==> src/rtl/dist_pkg.sv <==
// Shared types and constants for the distance guard: zone encoding, sample width,
// default clamp, and small helpers used by the guard and its averager.
package dist_pkg;

  localparam int DIST_W     = 16;
  localparam int DEF_MAX_CM = 400;

  typedef enum logic [1:0] {
    ZONE_FAR   = 2'd0,
    ZONE_NEAR  = 2'd1,
    ZONE_STOP  = 2'd2,
    ZONE_FAULT = 2'd3
  } zone_e;

  function automatic logic [DIST_W-1:0] clamp_cm(input logic [DIST_W-1:0] d,
                                                 input logic [DIST_W-1:0] lim);
    return (d > lim) ? lim : d;
  endfunction

  function automatic logic is_halt(input zone_e z);
    return (z == ZONE_STOP) || (z == ZONE_FAULT);
  endfunction

endpackage

==> src/rtl/dist_avg.sv <==
// Power-of-two moving average over accepted distance samples. avg_cm/avg_valid
// update the cycle after an accept, once the window has been filled.
module dist_avg
  import dist_pkg::*;
#(
  parameter int AVG_LOG2 = 2
) (
  input  logic              clk,
  input  logic              reset,
  input  logic              flush,
  input  logic              accept,
  input  logic [DIST_W-1:0] sample,
  output logic [DIST_W-1:0] avg_cm,
  output logic              avg_valid
);

  localparam int WIN   = 1 << AVG_LOG2;
  localparam int SUM_W = DIST_W + AVG_LOG2;
  localparam logic [AVG_LOG2:0] FILL_LAST = (AVG_LOG2 + 1)'(WIN - 1);
  localparam logic [AVG_LOG2:0] FILL_FULL = (AVG_LOG2 + 1)'(WIN);

  logic [DIST_W-1:0]   slot_q [WIN];
  logic [AVG_LOG2-1:0] ptr_q;
  logic [AVG_LOG2:0]   fill_q;
  logic [SUM_W-1:0]    sum_q;
  logic [SUM_W-1:0]    sum_nx;
  logic                full_nx;

  // The slot under ptr_q is always the oldest sample, so it is what leaves the sum.
  assign sum_nx  = sum_q + SUM_W'(sample) - SUM_W'(slot_q[ptr_q]);
  assign full_nx = (fill_q >= FILL_LAST);

  always_ff @(posedge clk) begin
    if (reset) begin
      for (int i = 0; i < WIN; i++) slot_q[i] <= '0;
      ptr_q     <= '0;
      fill_q    <= '0;
      sum_q     <= '0;
      avg_cm    <= '0;
      avg_valid <= 1'b0;
    end else if (flush) begin
      for (int i = 0; i < WIN; i++) slot_q[i] <= '0;
      ptr_q     <= '0;
      fill_q    <= '0;
      sum_q     <= '0;
      avg_valid <= 1'b0;
    end else begin
      avg_valid <= 1'b0;
      if (accept) begin
        slot_q[ptr_q] <= sample;
        ptr_q         <= ptr_q + 1'b1;
        sum_q         <= sum_nx;
        if (fill_q != FILL_FULL) fill_q <= fill_q + 1'b1;
        if (full_nx) begin
          avg_valid <= 1'b1;
          avg_cm    <= DIST_W'(sum_nx >> AVG_LOG2);
        end
      end
    end
  end

endmodule

==> src/rtl/dist_guard.sv <==
// Proximity guard: averages ranger samples, classifies zones with hysteresis and
// drives stop. Define DIST_GUARD_STOP_LATCH_EN to make stop sticky until clear_stop.
//
//   state      | meaning
//   ZONE_FAR   | clear path, stop released
//   ZONE_NEAR  | object approaching, stop released
//   ZONE_STOP  | object too close, stop asserted
//   ZONE_FAULT | no valid average (reset or sample timeout), stop asserted
module dist_guard
  import dist_pkg::*;
#(
  parameter int AVG_LOG2    = 2,
  parameter int MAX_CM      = DEF_MAX_CM,
  parameter int NEAR_CM     = 50,
  parameter int STOP_CM     = 15,
  parameter int HYST_CM     = 5,
  parameter int TIMEOUT_CYC = 10_000_000
) (
  input  logic              clk,
  input  logic              reset,
  input  logic [DIST_W-1:0] dist_cm,
  input  logic              dist_valid,
  input  logic              clear_stop,
  output logic [DIST_W-1:0] avg_cm,
  output logic              avg_valid,
  output logic [1:0]        zone,
  output logic              stop
);

  localparam int TMO_W = $clog2(TIMEOUT_CYC + 1);
  localparam logic [TMO_W-1:0]  TMO_END  = TMO_W'(TIMEOUT_CYC);
  localparam logic [TMO_W-1:0]  TMO_LAST = TMO_W'(TIMEOUT_CYC - 1);
  localparam logic [DIST_W-1:0] MAX_T    = DIST_W'(MAX_CM);
  localparam logic [DIST_W-1:0] STOP_T   = DIST_W'(STOP_CM);
  localparam logic [DIST_W-1:0] NEAR_T   = DIST_W'(NEAR_CM);
  localparam logic [DIST_W-1:0] STOP_X   = DIST_W'(STOP_CM + HYST_CM);
  localparam logic [DIST_W-1:0] NEAR_X   = DIST_W'(NEAR_CM + HYST_CM);

  logic              accept;
  logic [DIST_W-1:0] sample;
  logic [TMO_W-1:0]  tmo_q;
  logic              tmo_hit;
  zone_e             zone_q;
  zone_e             zone_nx;
  logic              stop_q;

  function automatic zone_e classify(input zone_e cur, input logic [DIST_W-1:0] a);
    zone_e nz;
    nz = cur;
    case (cur)
      ZONE_NEAR: begin
        if (a < STOP_T)       nz = ZONE_STOP;
        else if (a >= NEAR_X) nz = ZONE_FAR;
      end
      ZONE_STOP: begin
        if (a >= NEAR_X)      nz = ZONE_FAR;
        else if (a >= STOP_X) nz = ZONE_NEAR;
      end
      default: begin
        if (a < STOP_T)       nz = ZONE_STOP;
        else if (a < NEAR_T)  nz = ZONE_NEAR;
        else                  nz = ZONE_FAR;
      end
    endcase
    return nz;
  endfunction

  assign accept = dist_valid && (dist_cm != '0);
  assign sample = clamp_cm(dist_cm, MAX_T);
  // An accept landing on the terminal cycle keeps the counter from ever reaching it.
  assign tmo_hit = !accept && (tmo_q == TMO_LAST);

  dist_avg #(
    .AVG_LOG2 (AVG_LOG2)
  ) u_avg (
    .clk       (clk),
    .reset     (reset),
    .flush     (tmo_hit),
    .accept    (accept),
    .sample    (sample),
    .avg_cm    (avg_cm),
    .avg_valid (avg_valid)
  );

  always_ff @(posedge clk) begin
    if (reset)                tmo_q <= '0;
    else if (accept)          tmo_q <= '0;
    else if (tmo_q != TMO_END) tmo_q <= tmo_q + 1'b1;
  end

  assign zone_nx = avg_valid ? classify(zone_q, avg_cm) : zone_q;

`ifndef DIST_GUARD_STOP_LATCH_EN
  logic unused_clear_stop;
  assign unused_clear_stop = clear_stop;
`endif

  always_ff @(posedge clk) begin
    if (reset) begin
      zone_q <= ZONE_FAULT;
      stop_q <= 1'b1;
    end else if (tmo_hit) begin
      zone_q <= ZONE_FAULT;
      stop_q <= 1'b1;
    end else begin
      zone_q <= zone_nx;
`ifdef DIST_GUARD_STOP_LATCH_EN
      stop_q <= is_halt(zone_nx) || (stop_q && !(clear_stop && !is_halt(zone_q)));
`else
      stop_q <= is_halt(zone_nx);
`endif
    end
  end

  assign zone = zone_q;
  assign stop = stop_q;

endmodule
==> config.mk <==
export PLATFORM = sky130hd
export DESIGN_NAME = dist_guard
export DESIGN_NICKNAME = d
export VERILOG_FILES = /design/src/rtl/dist_pkg.sv /design/src/rtl/dist_avg.sv /design/src/rtl/dist_guard.sv
export SDC_FILE = /design/constraint.sdc
export NUM_CORES = 1
export LEC_CHECK = 0
export CORE_MARGIN = 10
export CORE_UTILIZATION = 38
export CTS_BUF_LIST = sky130_fd_sc_hd__clkbuf_8
export CTS_CLUSTER_DIAMETER = 30
export CTS_CLUSTER_SIZE = 30
export DETAILED_ROUTE_END_ITERATION = 12
export DONT_BUFFER_PORTS = 1
export HOLD_SLACK_MARGIN = 0.06
export PLACE_DENSITY = 0.6
export SLEW_MARGIN = 40
export SYNTH_ARGS = -nofsm -noshare
export SYNTH_HDL_FRONTEND = slang
export SYNTH_SLANG_ARGS = --single-unit
==> constraint.sdc <==
create_clock -name clk -period 4.2 [get_ports clk]
set_input_delay 0.84 -clock clk [delete_from_list [all_inputs] [get_ports clk]]
set_output_delay 0.84 -clock clk [all_outputs]
set_load 0.1 [all_outputs]
==> flow_metrics.env <==
export IMPL_p_leak_nw=3.06
export IMPL_multi_input_comb_area_um2=3300
export IMPL_core_area_um2=17400
export IMPL_syn_inst=655
export IMPL_numCtsBuffers=17
export IMPL_fill_cells=1638
export IMPL_fin_skew_ns=0.0138
export IMPL_final_area_um2=7850
export IMPL_grt_setup_unrepaired="false"
export IMPL_path_class="input port to flop"
export IMPL_postLayoutCoreUtil=0.452
export IMPL_drt_first_pass_iters=4
export IMPL_clock_fmax_ghz=0.253
export IMPL_r2r_end="u_avg.sum_q[14]$_SDFFE_PP0P_"
export IMPL_grt_usage=0.128
export IMPL_place_area_um2=7390
export IMPL_cp_start_kind="input port"
export IMPL_timing_hold_violations_final=0
export IMPL_synthArstFlopShare=0
export IMPL_seqPwrFrac=0.365
export IMPL_antenna_found_initial=0
export IMPL_ctsHoldBuffers=0
export IMPL_period_share=0.942
export IMPL_finalSetupViolations=0
export IMPL_worst_path_stages=15
export IMPL_max_cap_violations=0
export IMPL_detail_route_wl_per_cell_um=15.4
export IMPL_dp_slack_ns=-0.463
export IMPL_p_comb_frac=0.379
export IMPL_finalWeightedCongestion=0.847
export IMPL_grt_overflow=0
export IMPL_peakVddDrop_mv=0.294
export IMPL_yosysWarnings=0
export IMPL_antenna_cells=0
export IMPL_clock_root_buffer="clkbuf_8"
export IMPL_critPathCapture="u_avg.avg_cm[15]$_SDFFE_PP0P_"
export IMPL_clock_latency_ns=0.46
export IMPL_startpoint="dist_cm[0]"
export IMPL_drive_gt1_frac=0.168
export IMPL_dp_hpwl_mm=10.9
export IMPL_drc=0
export IMPL_total_power_w=0.00451
export IMPL_arrival_ns=4.34
export IMPL_slew_headroom=0.509
export IMPL_cts_sinks=133
export IMPL_powerDensity_nw_per_um2=575
export IMPL_synth_distinct_cells=56
export IMPL_outcome="finished clean"
export IMPL_r2r_worst_path_cells=11
export IMPL_synthDominantCellAreaShare=0.285
export IMPL_grt_max_degree=26
export IMPL_ys_ff_latch=133
export IMPL_synth_ff_type="dfxtp_1"
export IMPL_worst_pin_slew_ns=0.736
export IMPL_layout_setup_ws_ns=0.242
export IMPL_area_delta_synth_final_pct=16.4
export IMPL_worstPathRequired_ns=4.58
export IMPL_grt_pass1_vias=4869
export IMPL_p_sw_frac=0.372
export IMPL_crit_fanout=5
export IMPL_hp_class="input port to flop"
export IMPL_synthMostInstantiatedCell="nor2_1"
export IMPL_dieArea_um2=23500
export IMPL_r2r_setup_slack_ns=0.54
export IMPL_die_x_um=153
export IMPL_num_vias=4854
export IMPL_register_area_um2=3320
export IMPL_finalWirelength_mm=14.8
export IMPL_cp_slowest_cell="fa_1"
export IMPL_synth_top_cells_by_area="edfxtp_1, dfxtp_1, ha_1, mux4_2, nor2_1"
export IMPL_cellInternalPower_w=0.00283
export IMPL_grt_pass1_wl_mm=24.4
export IMPL_syn_area_um2=6750
export IMPL_clockBufferDepth=2
export IMPL_p_switching_w=0.00168
export IMPL_netlist_top_cells_count="nor2_1, nand2_1, dfxtp_1"
export IMPL_min_period_ns=3.96
export IMPL_synth_top_area_cell="edfxtp_1"
export IMPL_worst_hold_slack_ns=0.442
export IMPL_start_util=0.389
export IMPL_critPathTopFamily="simple AND/OR/NAND/NOR gates"
export IMPL_endpoint_kind="flop"
export IMPL_nNetsFinal=791
export IMPL_critPathBufInv=2
export IMPL_drt_iter0_drc=336
export IMPL_synth_edf_count=64
export IMPL_synth_avg_cell_area_um2=10.3
export IMPL_clkPwrFrac=0.256
export IMPL_maxSlewViolCount=0
export IMPL_tritoncts="yes"
export IMPL_die_y_um=153
export IMPL_critical_path_max_stage_delay_ns=0.58
export IMPL_htreeDepth=4
export IMPL_clkSlewWorstSetupHoldPaths_ns=0.08
export IMPL_num_rows=48
export IMPL_port_buffers=0
export IMPL_via_per_inst=5.04
export IMPL_ant_nets=0
export IMPL_ys_seq_area_frac=0.490
export IMPL_num_io_pins=40
export IMPL_worstPathCellList="nor4_2 -> o21ai_0 -> a31oi_2 -> buf_4 -> nand2_1 -> fa_1 -> inv_1 -> ha_1 -> and3_1 -> a22o_1 -> o31ai_4 -> o21ai_1 -> xnor2_1 -> or4_1 -> nand3_1"
-- layout make-up --
type | instances | share of cell area
tap | 225 | 0.0359
inverter | 59 | 0.0282
clock inverter | 15 | 0.0244
multi-input combinational | 477 | 0.421
sequential | 133 | 0.423
timing repair buffer | 38 | 0.0379
clock buffer | 17 | 0.0298
-- sequential cells by signal, summed over array words and instances (netlist names), named ones only --
| name | cells |
|---|---|
| stop | 1 |
| tmo_q | 24 |
| u_avg.avg_cm | 16 |
| u_avg.avg_valid | 1 |
| u_avg.fill_q | 3 |
| u_avg.ptr_q | 2 |
| u_avg.slot_q | 64 |
| u_avg.sum_q | 18 |
| zone | 2 |
-- routing by layer --
layer | track usage | up-vias | wire length (um)
li1 | - | 2380 | -
met1 | 0.164 | 2359 | 7060
met2 | 0.194 | 96 | 6640
met3 | 0.0424 | 19 | 878
met4 | 0.0513 | 0 | 222
met5 | 0 | - | 0
-- through the flow --
step,setup TNS [ns],cells
floorplan,0,688
global placement,-4.27,932
detailed placement,-5.70,932
CTS,0,964
global route,0,964
finish,0,964
-- power by group through the flow --
stage | clock network (W) | logic [W] | registers (W)
final | 0.00115 | 0.00171 | 0.00165
after global placement | 0 | 0.00163 | 0.00167
after global routing | 0.00125 | 0.00193 | 0.00166
after floorplan | 0 | 0.00115 | 0.00168
after CTS | 0.00119 | 0.00168 | 0.00165
after detailed placement | 0 | 0.00167 | 0.00168
-- cells in the final DEF (no fill, tap or decap), types with 17 or more instances in the layout --
cell type / count
dfxtp_1: 53
inv_1: 58
edfxtp_1: 64
buf_4: 37
a21oi_1: 42
conb_1: 35
nor2_1: 87
nand2_1: 73
xnor2_1: 18
ha_1: 29
clkbuf_8: 17
xor2_1: 18
-- what timing repair did --
action,4_1_cts,5_1_grt
buffers inserted,0,0
endpoints found under the hold margin,0,0
resized for setup,0,7
setup endpoints to repair,0,16
-- cells by family after synthesis --
kind of cell / Yosys count / synth area share
XOR/XNOR: 36 / 0.0467
multiplexers: 18 / 0.0564
buffers and inverters: 78 / 0.0462
AO/OA/AOI/OAI: 103 / 0.0948
AND/OR/NAND/NOR: 240 / 0.164
adder cells (fa/ha/maj): 45 / 0.101
other: 2 / 0.00111
flip-flops: 133 / 0.490
-- worst min-delay path by stage --
stage	start	to	cells after the start
finish	reset	u_avg.avg_cm[10]$_SDFFE_PP0P_	1
CTS	reset	u_avg.avg_cm[10]$_SDFFE_PP0P_	1
global placement	u_avg.sum_q[6]$_SDFFE_PP0P_	u_avg.sum_q[6]$_SDFFE_PP0P_	2
floorplan	u_avg.sum_q[0]$_SDFFE_PP0P_	u_avg.sum_q[0]$_SDFFE_PP0P_	2
global route	reset	u_avg.avg_cm[10]$_SDFFE_PP0P_	1
detailed placement	u_avg.sum_q[5]$_SDFFE_PP0P_	u_avg.sum_q[5]$_SDFFE_PP0P_	2
No activity file was read; power rests on OpenSTA's default activity.
